## src/rtl/edgebank_pkg.sv

```systemverilog
// rtl/edgebank_pkg.sv - edgebank mode encodings, defaults and edge-qualify helper
// Shared by edgebank and edgebank_chan; optional input synchroniser is EDGEBANK_SYNC_EN.
package edgebank_pkg;

  localparam logic [1:0] EDGE_OFF  = 2'b00;
  localparam logic [1:0] EDGE_RISE = 2'b01;
  localparam logic [1:0] EDGE_FALL = 2'b10;
  localparam logic [1:0] EDGE_BOTH = 2'b11;

  localparam int DEF_CHANNELS     = 4;
  localparam int DEF_PULSE_CYCLES = 1;

  // mode bit 0 qualifies rising edges, bit 1 falling edges
  function automatic logic edge_qualify(input logic [1:0] mode, input logic s, input logic prev);
    logic rise;
    logic fall;
    rise = s & ~prev;
    fall = ~s & prev;
    return (mode[0] & rise) | (mode[1] & fall);
  endfunction

endpackage

```

## src/rtl/edgebank_chan.sv

```systemverilog
// rtl/edgebank_chan.sv - one edgebank channel: optional sync, prev/primed, pulse counter, pending
// With EDGEBANK_SYNC_EN defined, sig_i passes through a two-flop synchroniser first.
module edgebank_chan
  import edgebank_pkg::*;
#(
  parameter int PULSE_CYCLES = DEF_PULSE_CYCLES
) (
  input  logic       clk_i,
  input  logic       rst_i,
  input  logic       sig_i,
  input  logic       en_i,
  input  logic [1:0] mode_i,
  input  logic       ack_i,
  output logic       pulse_o,
  output logic       pending_o
);

  localparam int CW = $clog2(PULSE_CYCLES + 1);

  logic          s;
  logic          prev_q;
  logic          primed_q, primed_d;
  logic [CW-1:0] cnt_q, cnt_d;
  logic          pending_q, pending_d;
  logic          hit;

`ifdef EDGEBANK_SYNC_EN
  logic [1:0] sync_q;
  logic [1:0] warm_q;

  assign s = sync_q[1];

  // warm_q counts synchroniser loads so reset-release transitions are never detected
  always_ff @(posedge clk_i) begin
    if (rst_i) begin
      sync_q <= 2'b00;
      warm_q <= 2'd0;
    end else begin
      sync_q <= {sync_q[0], sig_i};
      if (warm_q != 2'd2) warm_q <= warm_q + 2'd1;
    end
  end

  assign primed_d = primed_q | (warm_q == 2'd2);
`else
  assign s        = sig_i;
  assign primed_d = 1'b1;
`endif

  assign hit = primed_q & en_i & edge_qualify(mode_i, s, prev_q);

  always_comb begin
    cnt_d = cnt_q;
    if (hit)                cnt_d = CW'(PULSE_CYCLES);
    else if (cnt_q != '0)   cnt_d = cnt_q - CW'(1);
  end

  // a fresh hit wins over a simultaneous acknowledge
  always_comb begin
    pending_d = pending_q;
    if (hit)        pending_d = 1'b1;
    else if (ack_i) pending_d = 1'b0;
  end

  always_ff @(posedge clk_i) begin
    if (rst_i) begin
      prev_q    <= 1'b0;
      primed_q  <= 1'b0;
      cnt_q     <= '0;
      pending_q <= 1'b0;
    end else begin
      prev_q    <= s;
      primed_q  <= primed_d;
      cnt_q     <= cnt_d;
      pending_q <= pending_d;
    end
  end

  assign pulse_o   = (cnt_q != '0);
  assign pending_o = pending_q;

endmodule

```

## src/rtl/edgebank.sv

```systemverilog
// rtl/edgebank.sv - multi-channel synchronous edge detector with stretched pulse and sticky pending
// Optional per-input two-flop synchroniser enabled by defining EDGEBANK_SYNC_EN.
module edgebank
  import edgebank_pkg::*;
#(
  parameter int CHANNELS     = DEF_CHANNELS,
  parameter int PULSE_CYCLES = DEF_PULSE_CYCLES
) (
  input  logic                  clk,
  input  logic                  rst,
  input  logic [CHANNELS-1:0]   sig,
  input  logic [CHANNELS-1:0]   en,
  input  logic [2*CHANNELS-1:0] mode,
  input  logic [CHANNELS-1:0]   ack,
  output logic [CHANNELS-1:0]   pulse,
  output logic [CHANNELS-1:0]   pending
);

  for (genvar i = 0; i < CHANNELS; i++) begin : g_chan
    edgebank_chan #(
      .PULSE_CYCLES(PULSE_CYCLES)
    ) u_chan (
      .clk_i    (clk),
      .rst_i    (rst),
      .sig_i    (sig[i]),
      .en_i     (en[i]),
      .mode_i   (mode[2*i+1:2*i]),
      .ack_i    (ack[i]),
      .pulse_o  (pulse[i]),
      .pending_o(pending[i])
    );
  end

endmodule

```

## config.mk

```make
export PLATFORM = sky130hd
export DESIGN_NAME = edgebank
export DESIGN_NICKNAME = d
export VERILOG_FILES = /design/src/rtl/edgebank_pkg.sv /design/src/rtl/edgebank_chan.sv /design/src/rtl/edgebank.sv
export SDC_FILE = /design/constraint.sdc
export NUM_CORES = 1
export LEC_CHECK = 0
export ABC_AREA = 1
export BUFFER_PORTS_ARGS = -buffer_cell sky130_fd_sc_hd__buf_2
export CAP_MARGIN = 40
export CORE_UTILIZATION = 41
export DETAILED_ROUTE_END_ITERATION = 16
export HOLD_SLACK_MARGIN = 0.06
export PLACE_DENSITY = 0.85
export RECOVER_POWER = 50
export SETUP_SLACK_MARGIN = 0.3
export SYNTH_ARGS = -nofsm -noshare
export SYNTH_HDL_FRONTEND = slang
export SYNTH_SLANG_ARGS = --single-unit
```

## constraint.sdc

```tcl
create_clock -name clk -period 0.9 [get_ports clk]
set_input_delay 0.045 -clock clk [delete_from_list [all_inputs] [get_ports clk]]
set_output_delay 0.045 -clock clk [all_outputs]
set_load 0.01 [all_outputs]
```

==> impl_metrics.ini <==
[clock_network]
cts_buffers = 3
root_buffer = clkbuf_4
insertion_delay_ns = 0.26
tritoncts_clock_tree = done
ctsLongestPathBuffers = 2
cts.sinks = 13
ctsHtreeMaxLevel = 1
path_clk_slew_ns = 0.07

[placed_design]
place_congestion = 0.610
place_ws_ns = 0.170
placedInstanceArea_um2 = 637
placedCellCount = 105
detailed_place_hpwl_um = 746
portBuffers = 29

[final_layout]
drive_above_1_share_pct = 56.3
final_design_area_no_fill_um2 = 734
most_frequent_cells_in_the_layout = 23 x buf_2, 12 x nand2_1, 9 x dfxtp_2, 8 x inv_1, 7 x nor2_1
areaGrowthSynthToFinish_pct = 35.9
final_core_utilization_pct = 62.7
num_antenna_cells = 0
num-nets-final = 119
instances_no_fill = 110
most_common_cell_after_layout_fill_and_taps_aside = buf_2
fillCellCount = 103

[setup_path]
crit_buf_inv = 1
max_stage_delay_ns = 0.33
kind_of_launch_point_of_the_worst_setup_path = flip-flop
crit_path_max_fanout = 2
timing_worst_setup_path_type = reg2out
worst_reg2reg_path_length_in_cells = 4
reg2reg_from = g_chan[3].u_chan.primed_q
worst-r2r-setup-slack_ns = 0.16
worst_r2r_endpoint = g_chan[1].u_chan.pending_o
cpMaxStageDelayCell = dfxtp_2
arrival_ns = 0.70
timing.critical_path.cells = buf_6
worst_path_dominant_cell_family = flip-flops
worst-endpoint-required_ns = 0.85
timing.critical_path.to_type = primary output

[sta]
report.final.setup_viol = 0
worst_tran_pin_value_ns = 0.388
report.final.hold_viol_count = 0
fin_setup_tns_ns = 0
final.hold.worst_slack_ns = 0.0211
finalWorstPathRequiredPeriod_ns = 0.745
rsz0062_at_grt = yes
max_slew_margin_pct = 74.1
fin_worst_skew_ns = 0.00216
layout_setup_ws_ns = 0.155
fmaxAchievable_mhz = 1340
report.final.slew_viol_count = 0
final.period_utilization_pct = 82.7

[pwr]
vdd_ir_drop_max_mv = 0.826
p_total_mw = 1.07
power.leakage_nw = 0.429
p_per_area_nw_per_um2 = 1460

[logic_synthesis]
synth_area_per_cell_um2 = 7.61
yosysUniqueCellTypes = 9
postSynthNetCount = 93
yosysWarnings = 0
synthesis.instances = 71
ys_seq_area_share_pct = 48.1
postSynthRegisterBits = 13
synth_area_um2 = 541

[outcome]
result_of_the_run = finished clean

[floorplan]
floorplan.die_area_um2 = 1470
io_pins = 30
die_w_um = 38.3
rows = 12
core_area_um2 = 1170
initial_core_util_pct = 46.2
die_y_um = 38.3

[global_route]
first_global_vias = 392
grt_first_pass_wirelength_um = 1500
grt_antenna_before_repair = 0
globalRouteTotalUtil_pct = 15.0
maximum_number_of_pins_on_one_net_before_global_route_repair = 10
grt-ovfl-total = 0

[flow_run]
max_cap_violations = 0

[routing]
drt-wirelength-per-cell_um = 9.32
route.detailed.drc = 0
ant_nets = 0
routed-via-count = 486
first_pass_iters = 4
vias_per_cell = 4.42
drt_first_iter_violations = 9
wl_um = 1030

[min_path]
hold_path.class = in2reg
min_to = g_chan[2].u_chan.prev_q
worst_hold_path.num_cells = 3
timing.hold.worst.start = sig[2]
==> synthesized netlist by cell type (all sizes together) <==
cell type	instances	area, um2
nand3	8	40.0
inv	13	48.8
buf	9	71.3
nand2	16	60.1
dfxtp	13	260
nand3b	4	30.0
nor2	8	30.0
==> report_power, final <==
group / internal (mW) / leakage, nW / switching (mW) / total, mW
combinational: 0.0677 / 0.304 / 0.0606 / 0.128
clock: 0.171 / 0.0150 / 0.161 / 0.332
sequential: 0.598 / 0.110 / 0.0131 / 0.611
==> worst max-delay path by stage <==
stage	cells after the start	from	end	slack [ns]
2_1_floorplan	5	g_chan[0].u_chan.prev_q	g_chan[0].u_chan.pending_o	0.26
3_3_place_gp	4	g_chan[3].u_chan.primed_q	g_chan[1].u_chan.pending_o	0.20
3_5_place_dp	4	g_chan[3].u_chan.primed_q	g_chan[1].u_chan.pending_o	0.17
4_1_cts	1	g_chan[1].u_chan.pending_o	pending[1]	0.15
5_1_grt	4	g_chan[3].u_chan.primed_q	g_chan[1].u_chan.pending_o	0.09
6_report	1	g_chan[1].u_chan.pending_o	pending[1]	0.16
==> repair_timing <==
action,CTS,global route
gates resized for setup,10,15
pin swaps,0,5
buffers inserted,0,1
hold endpoints to repair,8,7
setup endpoints to repair,16,16
==> layer usage <==
layer | global-route usage, % | routed length [um] | up-vias
met1 | 18.2 | 431 | 211
li1 | - | - | 255
met4 | 8.04 | 0 | 0
met3 | 1.74 | 57 | 0
met5 | 0 | 0 | -
met2 | 25.4 | 537 | 20
==> cell type report <==
cell class | count | area (um2) | share of cell area, %
Clock buffer | 4 | 26.3 | 3.58
Inverter | 13 | 48.8 | 6.64
Multi-Input combinational cell | 36 | 188 | 25.6
Sequential cell | 13 | 272 | 37.0
Tap cell | 14 | 17.5 | 2.39
Timing Repair Buffer | 30 | 183 | 24.9
==> registers in the layout (all words and copies together), names as in the netlist <==
name / flops
g_chan.u_chan.prev_q: 4
g_chan.u_chan.primed_q: 1
g_chan.u_chan.pending_o: 4
g_chan.u_chan.pulse_o: 4
==> logic make-up after synthesis <==
family	after synthesis	synth area share (%)
buffers and inverters	22	22.2
DFF	13	48.1
and+or+nand+nor	36	29.6
No activity file was read; power rests on OpenSTA's default activity.
